===== config.mk =====
export PLATFORM = sky130hd
export DESIGN_NAME = simple_circuit_test_ctrl
export DESIGN_NICKNAME = d
export VERILOG_FILES = /design/src/rtl/simple_circuit_test_pkg.sv /design/src/rtl/simple_circuit_misr.sv /design/src/rtl/simple_circuit_test_ctrl.sv
export SDC_FILE = /design/constraint.sdc
export NUM_CORES = 1
export LEC_CHECK = 0
export ABC_AREA = 1
export ABC_CLOCK_PERIOD_IN_PS = 2100
export CORE_MARGIN = 1
export CORE_UTILIZATION = 30
export CTS_CLUSTER_DIAMETER = 60
export DETAILED_ROUTE_END_ITERATION = 10
export HOLD_SLACK_MARGIN = 0.1
export MAX_ROUTING_LAYER = met4
export PLACE_DENSITY = 0.62
export SKIP_CTS_REPAIR_TIMING = 1
export SLEW_MARGIN = 20
export SYNTH_ARGS = -nofsm -noshare
export SYNTH_HDL_FRONTEND = slang
export SYNTH_HIERARCHICAL = 1
export SYNTH_SLANG_ARGS = --single-unit

===== constraint.sdc =====
create_clock -name clk -period 2.1 [get_ports clk]
set_clock_uncertainty 0.1 [all_clocks]
set_input_delay 0.42 -clock clk [delete_from_list [all_inputs] [get_ports clk]]
set_output_delay 0.42 -clock clk [all_outputs]
set_load 0.05 [all_outputs]

===== src/rtl/simple_circuit_test_pkg.sv =====
// Shared definitions for the simple_circuit self-test sequencer.
//  - state_e   : sequencer FSM states
//  - golden()  : fault-free response {E,F,G,H} of the simple_circuit netlist
//  - misr_next(): one MISR update step (poly x^8+x^6+x^5+x^4+1)
//  - MISR_POLY / MISR_SEED constants
package simple_circuit_test_pkg;

    typedef enum logic [2:0] {
        ST_IDLE    = 3'd0,
        ST_APPLY   = 3'd1,
        ST_SAMPLE  = 3'd2,
        ST_COMPARE = 3'd3,
        ST_DONE    = 3'd4
    } state_e;

    // Feedback taps for x^6, x^5, x^4 and 1 (x^8 is the shifted-out bit).
    localparam logic [7:0] MISR_POLY = 8'h71;
    localparam logic [7:0] MISR_SEED = 8'hFF;

    // Reference netlist: E=A&B, F=A|C, G=~C, H=A&B&C with vec = {A,B,C}.
    function automatic logic [3:0] golden(input logic [2:0] vec);
        logic a;
        logic b;
        logic c;
        a = vec[2];
        b = vec[1];
        c = vec[0];
        return {a & b, a | c, ~c, a & b & c};
    endfunction

    // Galois-form shift with the response folded into the low nibble.
    function automatic logic [7:0] misr_next(input logic [7:0] sig, input logic [3:0] data);
        return {sig[6:0], 1'b0} ^ (sig[7] ? MISR_POLY : 8'h00) ^ {4'h0, data};
    endfunction

endpackage


===== src/rtl/simple_circuit_misr.sv =====
// 8-bit multiple-input signature register for the simple_circuit self-test.
// Ports: clk, rst_n (async active-low), seed_i (load MISR_SEED),
//        en_i (absorb data_i), data_i[3:0] response {E,F,G,H}, sig_o[7:0].
// Seed has priority over enable; the signature holds when neither is set.
module simple_circuit_misr
    import simple_circuit_test_pkg::*;
(
    input  logic       clk,
    input  logic       rst_n,
    input  logic       seed_i,
    input  logic       en_i,
    input  logic [3:0] data_i,
    output logic [7:0] sig_o
);

    logic [7:0] sig_q;
    logic [7:0] sig_d;

    // Next signature: seed, absorb a response, or hold.
    always_comb begin
        sig_d = sig_q;
        if (seed_i) begin
            sig_d = MISR_SEED;
        end else if (en_i) begin
            sig_d = misr_next(sig_q, data_i);
        end else begin
            sig_d = sig_q;
        end
    end

    // Signature register.
    always_ff @(posedge clk or negedge rst_n) begin
        if (!rst_n) begin
            sig_q <= 8'h00;
        end else begin
            sig_q <= sig_d;
        end
    end

    assign sig_o = sig_q;

endmodule


===== src/rtl/simple_circuit_test_ctrl.sv =====
// Self-test sequencer for one simple_circuit instance. Sweeps vectors 0..7
// NUM_PASSES times, holds each for SETTLE_CYCLES, samples {E,F,G,H}, compares
// against golden() and records a saturating mismatch count plus the first
// failing vector. Start/done handshake toward the detection harness.
// Ports: clk, rst_n, start_i, abort_i, dut_a/b/c_o (vector to DUT),
//        dut_e/f/g/h_i (DUT response), busy_o, done_o, pass_o, err_cnt_o,
//        fail_valid_o, fail_vec_o, sig_o.
// Optional feature macro: SIG_MISR_EN (adds the response MISR; otherwise
// sig_o is tied to 8'h00).
module simple_circuit_test_ctrl
    import simple_circuit_test_pkg::*;
#(
    parameter int NUM_PASSES    = 1,
    parameter int SETTLE_CYCLES = 2,
    parameter int ERR_CNT_W     = 8
) (
    input  logic                 clk,
    input  logic                 rst_n,
    input  logic                 start_i,
    input  logic                 abort_i,
    output logic                 dut_a_o,
    output logic                 dut_b_o,
    output logic                 dut_c_o,
    input  logic                 dut_e_i,
    input  logic                 dut_f_i,
    input  logic                 dut_g_i,
    input  logic                 dut_h_i,
    output logic                 busy_o,
    output logic                 done_o,
    output logic                 pass_o,
    output logic [ERR_CNT_W-1:0] err_cnt_o,
    output logic                 fail_valid_o,
    output logic [2:0]           fail_vec_o,
    output logic [7:0]           sig_o
);

    localparam int PASS_W = (NUM_PASSES > 1) ? $clog2(NUM_PASSES) : 1;
    localparam int SET_W  = (SETTLE_CYCLES > 1) ? $clog2(SETTLE_CYCLES) : 1;
    localparam logic [ERR_CNT_W-1:0] ERR_MAX = {ERR_CNT_W{1'b1}};

    state_e               state_q, state_d;
    logic [2:0]           vec_q, vec_d;
    logic [SET_W-1:0]     settle_q, settle_d;
    logic [PASS_W-1:0]    pass_cnt_q, pass_cnt_d;
    logic [3:0]           obs_q, obs_d;
    logic                 start_prev_q;
    logic [ERR_CNT_W-1:0] err_cnt_q, err_cnt_d;
    logic                 fail_valid_q, fail_valid_d;
    logic [2:0]           fail_vec_q, fail_vec_d;
    logic                 pass_q, pass_d;
    logic                 done_q, done_d;
    logic                 busy_q, busy_d;
    logic                 start_req_s;
    logic                 mismatch_s;

    // A run needs a fresh rising edge of start_i, so a level held through a
    // run (or through reset) never launches a second one.
    assign start_req_s = start_i & ~start_prev_q;
    assign mismatch_s  = (obs_q != golden(vec_q));

    // Next-state and datapath updates; abort overrides every state.
    always_comb begin
        state_d      = state_q;
        vec_d        = vec_q;
        settle_d     = settle_q;
        pass_cnt_d   = pass_cnt_q;
        obs_d        = obs_q;
        err_cnt_d    = err_cnt_q;
        fail_valid_d = fail_valid_q;
        fail_vec_d   = fail_vec_q;
        pass_d       = pass_q;
        done_d       = 1'b0;
        if (abort_i) begin
            state_d = ST_IDLE;
            vec_d   = 3'd0;
        end else begin
            case (state_q)
                ST_IDLE: begin
                    if (start_req_s) begin
                        state_d      = ST_APPLY;
                        vec_d        = 3'd0;
                        settle_d     = '0;
                        pass_cnt_d   = '0;
                        err_cnt_d    = '0;
                        fail_valid_d = 1'b0;
                        fail_vec_d   = 3'd0;
                        pass_d       = 1'b0;
                    end else begin
                        state_d = ST_IDLE;
                    end
                end
                ST_APPLY: begin
                    if (settle_q == SET_W'(SETTLE_CYCLES - 1)) begin
                        state_d = ST_SAMPLE;
                    end else begin
                        settle_d = settle_q + SET_W'(1);
                    end
                end
                ST_SAMPLE: begin
                    obs_d   = {dut_e_i, dut_f_i, dut_g_i, dut_h_i};
                    state_d = ST_COMPARE;
                end
                ST_COMPARE: begin
                    if (mismatch_s) begin
                        err_cnt_d = (err_cnt_q == ERR_MAX) ? ERR_MAX : err_cnt_q + ERR_CNT_W'(1);
                        if (!fail_valid_q) begin
                            fail_valid_d = 1'b1;
                            fail_vec_d   = vec_q;
                        end else begin
                            fail_valid_d = fail_valid_q;
                        end
                    end else begin
                        err_cnt_d = err_cnt_q;
                    end
                    settle_d = '0;
                    if (vec_q == 3'd7) begin
                        if (pass_cnt_q == PASS_W'(NUM_PASSES - 1)) begin
                            // Last vector stays on the DUT inputs after the run.
                            state_d = ST_DONE;
                            done_d  = 1'b1;
                            pass_d  = (err_cnt_d == '0);
                        end else begin
                            state_d    = ST_APPLY;
                            vec_d      = 3'd0;
                            pass_cnt_d = pass_cnt_q + PASS_W'(1);
                        end
                    end else begin
                        state_d = ST_APPLY;
                        vec_d   = vec_q + 3'd1;
                    end
                end
                ST_DONE: begin
                    state_d = ST_IDLE;
                end
                default: begin
                    state_d = ST_IDLE;
                end
            endcase
        end
        busy_d = (state_d != ST_IDLE);
    end

    // Sequencer state and registered outputs.
    always_ff @(posedge clk or negedge rst_n) begin
        if (!rst_n) begin
            state_q      <= ST_IDLE;
            vec_q        <= 3'd0;
            settle_q     <= '0;
            pass_cnt_q   <= '0;
            obs_q        <= 4'h0;
            start_prev_q <= 1'b1;
            err_cnt_q    <= '0;
            fail_valid_q <= 1'b0;
            fail_vec_q   <= 3'd0;
            pass_q       <= 1'b0;
            done_q       <= 1'b0;
            busy_q       <= 1'b0;
        end else begin
            state_q      <= state_d;
            vec_q        <= vec_d;
            settle_q     <= settle_d;
            pass_cnt_q   <= pass_cnt_d;
            obs_q        <= obs_d;
            start_prev_q <= start_i;
            err_cnt_q    <= err_cnt_d;
            fail_valid_q <= fail_valid_d;
            fail_vec_q   <= fail_vec_d;
            pass_q       <= pass_d;
            done_q       <= done_d;
            busy_q       <= busy_d;
        end
    end

    assign dut_a_o      = vec_q[2];
    assign dut_b_o      = vec_q[1];
    assign dut_c_o      = vec_q[0];
    assign busy_o       = busy_q;
    assign done_o       = done_q;
    assign pass_o       = pass_q;
    assign err_cnt_o    = err_cnt_q;
    assign fail_valid_o = fail_valid_q;
    assign fail_vec_o   = fail_vec_q;

`ifdef SIG_MISR_EN
    logic misr_seed_s;
    logic misr_en_s;

    assign misr_seed_s = (state_q == ST_IDLE) & start_req_s & ~abort_i;
    assign misr_en_s   = (state_q == ST_COMPARE) & ~abort_i;

    simple_circuit_misr u_misr (
        .clk    (clk),
        .rst_n  (rst_n),
        .seed_i (misr_seed_s),
        .en_i   (misr_en_s),
        .data_i (obs_q),
        .sig_o  (sig_o)
    );
`else
    assign sig_o = 8'h00;
`endif

endmodule


==> results.md, run 1 <==
* Status: complete, no violations
* YS warnings at 6
* Headroom to the max-slew limit at 66.5%
* Highest Clock Rate at 490 MHz
* Total die area at 0.00573 mm^2
* Insertion delay to the later sink of the worst-skew pair at 0.28 ns
* #FFs+latches synth at 27
* Final-stage net count at 260
* Initial DRC Count at 65
* Max-Cap Viols at 0
* Wire per inst at 10.9 um
* Maximum clock path buffer count at 2
* CTS sink count at 27
* Cell Area, Synth at 0.00163 mm^2
* Cell family with most CP delay: buffers and inverters
* Vias/cell at 4.49
* Initial core utilization at 31.5%
* Cell area after placement at 0.00194 mm^2
* Synth unique cells at 27
* Synth top area share at 39.9%
* Hpwl dp at 2.71 mm
* GR Overflow Total at 0
* Setup WS post-layout at 0.0602 ns
* Area growth, synth to finish at 22.4%
* Reg2reg end: pass_o$_DFFE_PN0P_
* Seq/Total Area, Yosys at 41.5%
* Max-slew violations at 0
* Complex-gate fraction of the synthesized area at 11.7%
* CP required at 1.58 ns
* Worst slew pin tran at 0.501 ns
* Final WL at 3.45 mm
* Antenna Cells at 0
* Cell Pwr Density at 729 mW/mm^2
* Final hold violation count at 0
* Hold Path End: settle_q$_DFFE_PN0P_
* Routed vias at 1429
* CTS tree: built
* Avg Inst Size Synth at 7.58 um^2
* Gpl congestion at 0.881
* Static Leak at 1.00 nW
* CP max-delay cell: clkdlybuf4s50_1
* Synth area leader: dfrtp_1
* Worst-case vdd ir drop at 323 uV
* Pre-Repair DR Iteration Count at 4
* First-pass GRT wire length at 6.20 mm
* Worst reg2reg startpoint: err_cnt_o[0]$_DFFE_PN0P_
* IO Port Bufs at 25
* Hold Path Class: reg -> reg
* Hold depth at 2
* I/O pin cnt at 34
* Pin count of the biggest net entering global routing at 28
* Die Span Y at 75.7 um
* CORE AREA at 0.00517 mm^2
* RSZ-0062 raised after global routing: false
* Largest family of logic cells by synthesized area: simple AND/OR/NAND/NOR gates
* Post-Synth Simple-Gate Area at 30.9%
* HP Start: settle_q$_DFFE_PN0P_
* Die Width at 75.7 um
* Post-route cell area at 0.00200 mm^2
* Worst setup SP type: register
* Row cnt at 26
* XOR/XNOR Fraction of Synth Area at 0.537%
* Worst Hold Slack at 0.382 ns
* TNS Setup at 0 ns
* R2R setup slack at 0.28 ns
* CP Capture Type: output pin
* Root buffer cell: clkbuf_8
* Max stage delay on crit path at 0.83 ns
* Worst r2r path cells at 10
* CTS H-Tree Depth at 1
* Fin crit share at 97.1%
* Number of buffers created by CTS at 3
* Final setup viols at 0
* Portion of netlist area occupied by mux cells at 0%
* Fin crit period at 2.04 ns
* Critical Path AT at 1.52 ns
* Worst-path clk slew at 0.09 ns
* Pre-CTS worst setup slack at 0.0675 ns
* GR Util All Layers at 14.7%
* Buf/Inv on CP at 1
* Post-route ant nets at 0
* DRC Markers at 0
* CP Cell Sequence: clkdlybuf4s50_1
* Vias in the first global route at 1421
* CP Class: reg -> out
* Critical-path maximum fanout at 4
* Synth Area in Adders at 2.30%
* Syn Inst Count at 215
* Synth area leaders: dfrtp_1, nand2_1, inv_1, o21ai_0, nand3_1
* Layout cells sized above 1 at 16.5%
* Initial antenna violation count at 0
==> synthesized netlist by cell type <==
library cell,n
inv_2,2
ha_1,3
o22ai_1,8
nand2_2,2
nor2_2,6
o21ai_1,1
o21ai_2,2
nand3_4,1
nor2_1,18
nand3_1,14
nor2_8,2
nand4_1,4
buf_4,8
o2111ai_1,1
nand2_4,2
o21bai_1,1
nand2_1,53
o21ai_0,16
dfrtp_1,26
conb_1,1
a21oi_2,1
o31ai_1,1
nor2_4,1
inv_1,38
dfstp_2,1
xnor2_1,1
a21oi_1,1
==> placed cells by master, fill, tap and decap left out <==
cell type | Yosys | final
nand2_1 | 53 | 53
inv_1 | 38 | 38
dfrtp_1 | 26 | 26
nor2_1 | 18 | 17
o21ai_0 | 16 | 16
buf_4 | 8 | 16
nand3_1 | 14 | 14
clkdlybuf4s50_1 | 0 | 14
o22ai_1 | 8 | 8
conb_1 | 1 | 8
nor2_2 | 6 | 7
nand4_1 | 4 | 4
ha_1 | 3 | 3
clkbuf_8 | 0 | 3
inv_2 | 2 | 2
nor2_8 | 2 | 2
nand2_2 | 2 | 2
nand2_4 | 2 | 2
o21ai_2 | 2 | 2
a21oi_1 | 1 | 1
nor2_4 | 1 | 1
o21ai_1 | 1 | 1
nand3_4 | 1 | 1
o21bai_1 | 1 | 1
o2111ai_1 | 1 | 1
xnor2_1 | 1 | 1
a21oi_2 | 1 | 1
o31ai_1 | 1 | 1
clkinvlp_4 | 0 | 1
dfstp_2 | 1 | 1
==> registers in the layout, summed over array words and instances (netlist names) <==
register,count
err_cnt_o,8
obs_q,4
fail_vec_o,3
state_q,3
vec_q,3
busy_o,1
done_o,1
fail_valid_o,1
pass_o,1
settle_q,1
start_prev_q,1
==> where the power goes <==
part,leakage [nW],switching (mW),internal [mW]
sequential,0.362,0.0493,0.590
combinational,0.618,0.346,0.159
clock,0.0217,0.176,0.135
==> routing by layer <==
layer  GRT usage, %  vias up  wire length [um]
met5              -        -                 0
met4           5.76        0                56
met1           18.7      663              1660
li1               -      732                 -
met3           2.12        5               109
met2           23.4       29              1620
==> stage by stage <==
step	instances	utilization, %	total power, mW
floorplan	222	-	1.04
detailed placement	314	37.6	1.16
global route	318	38.6	1.57
CTS	318	38.5	1.48
finish	318	38.6	1.46
global placement	314	37.6	1.15
==> kinds of logic after synthesis <==
kind of cell | Yosys count
compound gates | 32
simple gates | 103
xor+xnor | 1
fa+ha+maj | 3
other cells | 1
buf+inv | 48
flops | 27
==> how the worst max path moves through the flow <==
| stage | startpoint | endpoint | slack, ns | cells past startpoint |
|---|---|---|---|---|
| after floorplan | err_cnt_o[1]$_DFFE_PN0P_ | pass_o$_DFFE_PN0P_ | 0.15 | 10 |
| after global placement | start_i | fail_vec_o[0]$_DFFE_PN0P_ | 0.11 | 10 |
| after detailed placement | start_i | fail_vec_o[2]$_DFFE_PN0P_ | 0.07 | 11 |
| after CTS | vec_q[1]$_DFFE_PN0P_ | dut_b_o | 0.04 | 1 |
| after global routing | vec_q[1]$_DFFE_PN0P_ | dut_b_o | 0.02 | 1 |
| final | vec_q[1]$_DFFE_PN0P_ | dut_b_o | 0.06 | 1 |
==> cell type report <==
class / instances / area [um^2]
clock buffers: 3 / 41.3
clock inverters: 1 / 7.51
fillers: 534 / 3180
inverters: 40 / 150
multi-input cells: 147 / 772
flip-flops and latches: 27 / 677
well taps: 70 / 87.6
repair buffers: 30 / 260
Power figures use the tool's default switching activity.
==> run 2: changes to the inputs <==
--- a/config.mk
+++ b/config.mk
@@ -8,12 +8,12 @@
 export ABC_AREA = 1
 export ABC_CLOCK_PERIOD_IN_PS = 2100
 export CORE_MARGIN = 1
-export CORE_UTILIZATION = 30
+export CORE_UTILIZATION = 40
 export CTS_CLUSTER_DIAMETER = 60
 export DETAILED_ROUTE_END_ITERATION = 10
 export HOLD_SLACK_MARGIN = 0.1
 export MAX_ROUTING_LAYER = met4
-export PLACE_DENSITY = 0.62
+export PLACE_DENSITY = 0.75
 export SKIP_CTS_REPAIR_TIMING = 1
 export SLEW_MARGIN = 20
 export SYNTH_ARGS = -nofsm -noshare
==> constraint.sdc (replaced) <==
create_clock -name clk -period 2.1 [get_ports clk]
set_clock_uncertainty 0.1 [all_clocks]
set_input_delay 0.315 -clock clk [delete_from_list [all_inputs] [get_ports clk]]
set_output_delay 0.315 -clock clk [all_outputs]
set_load 0.05 [all_outputs]
==> run 2 against run 1 <==
Sequential share of layout area about the same. Via count down 0.70%. Critical path depth unchanged. Utilization up 14 points. Die area down 24%. Non-clock buffer count unchanged. Sequential cell count unchanged. Hold slack worse by 0.080 ns.
==> results.md, run 2 (synthesis results as in run 1) <==
* Final-stage net count at 260
* CP max-delay cell: clkdlybuf4s50_1
* CORE AREA at 0.00377 mm^2
* Final setup viols at 0
* Worst setup SP type: register
* Worst-path clk slew at 0.10 ns
* Layout cells sized above 1 at 11.7%
* Total die area at 0.00433 mm^2
* CP Cell Sequence: clkdlybuf4s50_1
* Final hold violation count at 0
* CTS H-Tree Depth at 1
* Final WL at 3.42 mm
* CP Capture Type: output pin
* TNS Setup at 0 ns
* Die Width at 65.8 um
* Worst-case vdd ir drop at 302 uV
* Largest register FFs at 8
* I/O pin cnt at 34
* Placed cell count at 292
* Fin crit period at 1.99 ns
* Buf/Inv on CP at 1
* Gpl congestion at 0.848
* Pre-Repair DR Iteration Count at 4
* Cell Pwr Density at 732 mW/mm^2
* Hold Path Class: in -> async
* CP Class: reg -> out
* Max-Cap Viols at 0
* Critical Path AT at 1.57 ns
* Highest Clock Rate at 503 MHz
* Fin crit share at 94.7%
* Headroom to the max-slew limit at 66.1%
* Commonest non-fill, non-tap cell in the layout: nand2_1
* First-pass GRT wire length at 5.78 mm
* Critical-path maximum fanout at 7
* Antenna Cells at 0
* Register area at 677 um^2
* RSZ-0062 raised after global routing: false
* Initial core utilization at 43.2%
* IO Port Bufs at 25
* Area growth, synth to finish at 22.3%
* Vias in the first global route at 1310
* DRC Markers at 0
* Static Leak at 0.980 nW
* Worst slew pin tran at 0.507 ns
* Fillcell total at 376
* Post-route ant nets at 0
* Number of buffers created by CTS at 3
* Commonest cells after routing, fill and taps aside: nand2_1, inv_1, dfrtp_1, clkdlybuf4s50_1, nor2_1
* CTS sink count at 27
* Die Span Y at 65.8 um
* Root buffer cell: clkbuf_8
* Initial antenna violation count at 0
* CTS tree: built
* Cell family with most CP delay: buffers and inverters
* Max stage delay on crit path at 0.84 ns
* Initial DRC Count at 79
* Post-route insts no fill at 296
* Pin count of the biggest net entering global routing at 28
* Row cnt at 22
* Area of the multi-input gates at 769 um^2
* Hpwl dp at 2.63 mm
* Wire per inst at 11.6 um
* GR Util All Layers at 18.2%
* GR Overflow Total at 0
* Routed vias at 1419
* Status: complete, no violations
* Insertion delay to the later sink of the worst-skew pair at 0.28 ns
* Vias/cell at 4.79
* Max-slew violations at 0
* Maximum clock path buffer count at 2
* CP required at 1.68 ns
## run 2: changes by cell type in the layout (fill, tap and decap cells not counted)
| cell | before | now |
|---|---|---|
| buf_4 | 16 | 5 |
| clkdlybuf4s50_1 | 14 | 25 |
| nor2_1 | 17 | 18 |
| nor2_2 | 7 | 6 |
## run 2: power by group
group          switching, mW  internal [mW]  leakage (nW)  total [mW]
Clock                  0.171          0.135        0.0217       0.306
Sequential            0.0502          0.590         0.362       0.640
Combinational          0.351          0.161         0.596       0.512
## run 2: routing by layer
layer	global-route usage, %	vias up	routed length, um
li1	-	729	-
met1	23.8	644	1650
met2	28.7	42	1600
met3	2.59	4	136
met4	6.52	0	42
met5	-	-	0
## run 2: per-stage QoR
step / worst slack (ns) / power (mW) / cell area, um^2 / hold slack, ns / util [%]
after floorplan: 0.152 / 1.04 / 1660 / -0.0806 / -
after global placement: 0.198 / 1.15 / 1940 / 0.358 / 51.6
after detailed placement: 0.126 / 1.17 / 1940 / 0.367 / 51.6
after CTS: 0.0970 / 1.47 / 1990 / 0.314 / 52.9
after global routing: 0.0576 / 1.56 / 1990 / 0.325 / 52.9
final: 0.112 / 1.46 / 1990 / 0.302 / 52.9
## run 2: layout make-up
cell class / instances / share of cell area [%]
timing repair buffer: 30 / 14.4
tap: 48 / 3.01
clock inverter: 1 / 0.377
inverter: 40 / 7.53
clock buffer: 3 / 2.07
multi-input combinational: 147 / 38.6
sequential: 27 / 34.0
## run 2: worst paths after layout
path / startpoint / endpoint / slack (ns) / cells after the start
worst min-delay path: rst_n / busy_o$_DFF_PN0_ / 0.30 / 2
max in group asynchronous: rst_n / start_prev_q$_DFF_PN1_ / 1.30 / 2
min in group clk: start_i / start_prev_q$_DFF_PN1_ / 0.37 / 1
worst max register to register: err_cnt_o[0]$_DFFE_PN0P_ / pass_o$_DFFE_PN0P_ / 0.27 / 10
worst min register to register: settle_q$_DFFE_PN0P_ / settle_q$_DFFE_PN0P_ / 0.39 / 2
worst max-delay path: err_cnt_o[6]$_DFFE_PN0P_ / err_cnt_o[6] / 0.11 / 1
==> RTL edit (settings of run 1) <==
`SETTLE_CYCLES`: 2 -> 4.
--- a/src/rtl/simple_circuit_test_ctrl.sv
+++ b/src/rtl/simple_circuit_test_ctrl.sv
@@ -13,3 +13,3 @@
     parameter int NUM_PASSES    = 1,
-    parameter int SETTLE_CYCLES = 2,
+    parameter int SETTLE_CYCLES = 4,
     parameter int ERR_CNT_W     = 8
Behaviour: not the same (Yosys sat finds a counterexample within 10 cycles, from zero or initial values and one cycle with rst_n low).
==> RTL edit against run 1 <==
- design area is 3.8% higher
- register-to-register slack hardly changed
- synthesized cell count is 5.1% higher
- core utilization is 0.98 points lower
- count of clock-buffer cells in the layout is 1 higher
- routed wire length is 6.3% higher
- non-clock buffer count is 1 lower
- critical endpoint is now err_cnt_o[4]
- maximum frequency is 1.2% higher
- first-iteration DRC count is 26% lower
- area after synthesis is 4.5% higher
- highest routed layer unchanged
- setup slack better by 0.023 ns
- sequential cell count is 1 higher
Power is not compared: it rests on default switching activity, and its combinational part moved more than twofold at a synthesized area within 25%.
==> RTL edit: results (changes against run 1) <==
Power
  – Static leakage power: approximately 1.1 nW
  – Internal: between 0.7 and 0.8 mW
  – Max IR drop VDD: 0.000194 V

Final layout
  – Fillers: 601 (+13%)
  – Max reg flops: 8 (unchanged)
  – Layout cells sized above 1: 16.7% (+0.13 points)
  – Design Area, Final: 2070 um^2 (+3.8%)
  – Nets: 271 (+4.2%)
  – Diode count: 0 (unchanged)
  – Final cell count without fillers: 330 (+3.8%)

Worst hold path
  – HP Class: reg2reg
  – WHS Path Cells: 2 (unchanged)
  – Worst Hold Path EP: pass_o
  – Worst hold path startpoint: pass_o

Yosys
  – Most instantiated cells after synthesis: 59 x nand2_1, 39 x inv_1, 27 x dfrtp_1
  – Syn_area_per_cell: 7.54 um^2 (-0.56%)
  – Netlist cell types: 26 (-3.7%)
  – Seq/Total Area, Yosys: 41.2% (-0.33 points)
  – Synth warn: 6 (unchanged)
  – Post-synth ARST share: 100% (unchanged)
  – Ranking of synthesized cells by area: dfrtp_1 40%, nand2_1 13%, inv_1 8.6%
  – Ys flop type: dfrtp_1

Route
  – Via count: 1431 (+0.14%)
  – DRT Pass-1 Iters: 4 (unchanged)
  – Wire per inst: 11.1 um (+2.4%)
  – Starting DRT DRC Count: 48 (-26%)

Worst setup path
  – FF-to-FF Start: err_cnt_o[0]
  – FF-to-FF End: pass_o
  – CP max-delay cell: clkdlybuf4s50_1
  – Worst R2R Path Depth: 12 (+2)
  – Arrival time at the worst endpoint: 1.50 ns (-0.02 ns)
  – CP top delay family: buffers and inverters
  – Crit path max fanout: 4 (unchanged)
  – Largest stage delay, worst path: 0.81 ns (-0.02 ns)
  – Reg2Reg Setup Slack: 0.28 ns (about the same)

Global route
  – Largest net degree at the start of global routing: 29 (+3.6%)
  – First-pass GRT wire length: 6.23 mm (+0.55%)
  – Initial antenna violation count: 0 (unchanged)
  – Gr usage total: 13.4% (-1.2 points)

STA
  – Final hold slack: 0.396 ns (+0.0143 ns)
  – Worst Max-Slew Pin Slew: 0.503 ns (+0.00223 ns)

CTS
  – Clk root buf: clkbuf_8
  – Max Root-Sink Buffers: 2 (unchanged)
  – CTS Buf Count: 3 (unchanged)
  – Clock transition at path regs: about 0.10 ns
  – Worst-Skew Late Latency: 0.28 ns (about the same)
  – CTS H-tree depth: 1 (unchanged)

Outcome
  – Status: complete, no violations

Placed design
  – IO Port Bufs: 25 (unchanged)
  – Gpl congestion: 0.763 (-13%)
  – DP HPWL: 2.82 mm (+4.2%)
  – DP Worst Slack: 0.184 ns (+0.116 ns)
  – DP Area: 2020 um^2 (+3.7%)
==> RTL edit: final cells by class <==
type                            instances  area [um^2]  share of cell area [%]
Multi-Input combinational cell        155          811                    39.2
Sequential cell                        28          702                    33.9
Timing Repair Buffer                   29          255                    12.3
Inverter                               42          158                    7.61
Tap cell                               72         90.1                    4.35
Clock buffer                            4         55.1                    2.66
==> RTL edit: cell families (layout without fill, tap and decap cells) <==
| family | Yosys count | count (layout) | share of synthesized area, % |
|---|---|---|---|
| buffers and inverters | 50 | 75 | 12.8 |
| DFF | 28 | 28 | 41.2 |
| and+or+nand+nor | 105 | 105 | 28.7 |
| xor gates and xnor gates | 2 | 2 | 1.03 |
| AOI/OAI and AO/OA | 35 | 35 | 12.5 |
| adders and majority gates | 4 | 4 | 2.94 |
| muxes | 1 | 1 | 0.661 |
| other | 1 | 8 | 0.220 |
==> RTL edit: worst max-delay path by stage <==
stage / startpoint / end / slack, ns
after floorplan: err_cnt_o[0] / pass_o / 0.15
after global placement: start_i / fail_vec_o[0] / 0.23
after detailed placement: start_i / fail_vec_o[0] / 0.18
after CTS: err_cnt_o[4] / err_cnt_o[4] / 0.06
after global routing: err_cnt_o[4] / err_cnt_o[4] / 0.03
final: err_cnt_o[4] / err_cnt_o[4] / 0.08
==> RTL edit: power groups by stage <==
stage                     combinational [mW]  clock, mW  sequential (mW)
after floorplan                       0.0769          0            0.574
after global placement                 0.111          0            0.568
after detailed placement               0.113          0            0.568
after CTS                              0.113      0.359            0.558
after global routing                   0.124      0.379            0.560
final                                  0.111      0.346            0.558
==> RTL edit: metal layers <==
layer  vias to the layer above  wire length (um)  track usage [%]
li1                        751                 -                -
met1                       652              1710             16.7
met2                        23              1820             22.7
met3                         5               100             1.76
met4                         0                39             3.96
met5                         -                 0                -
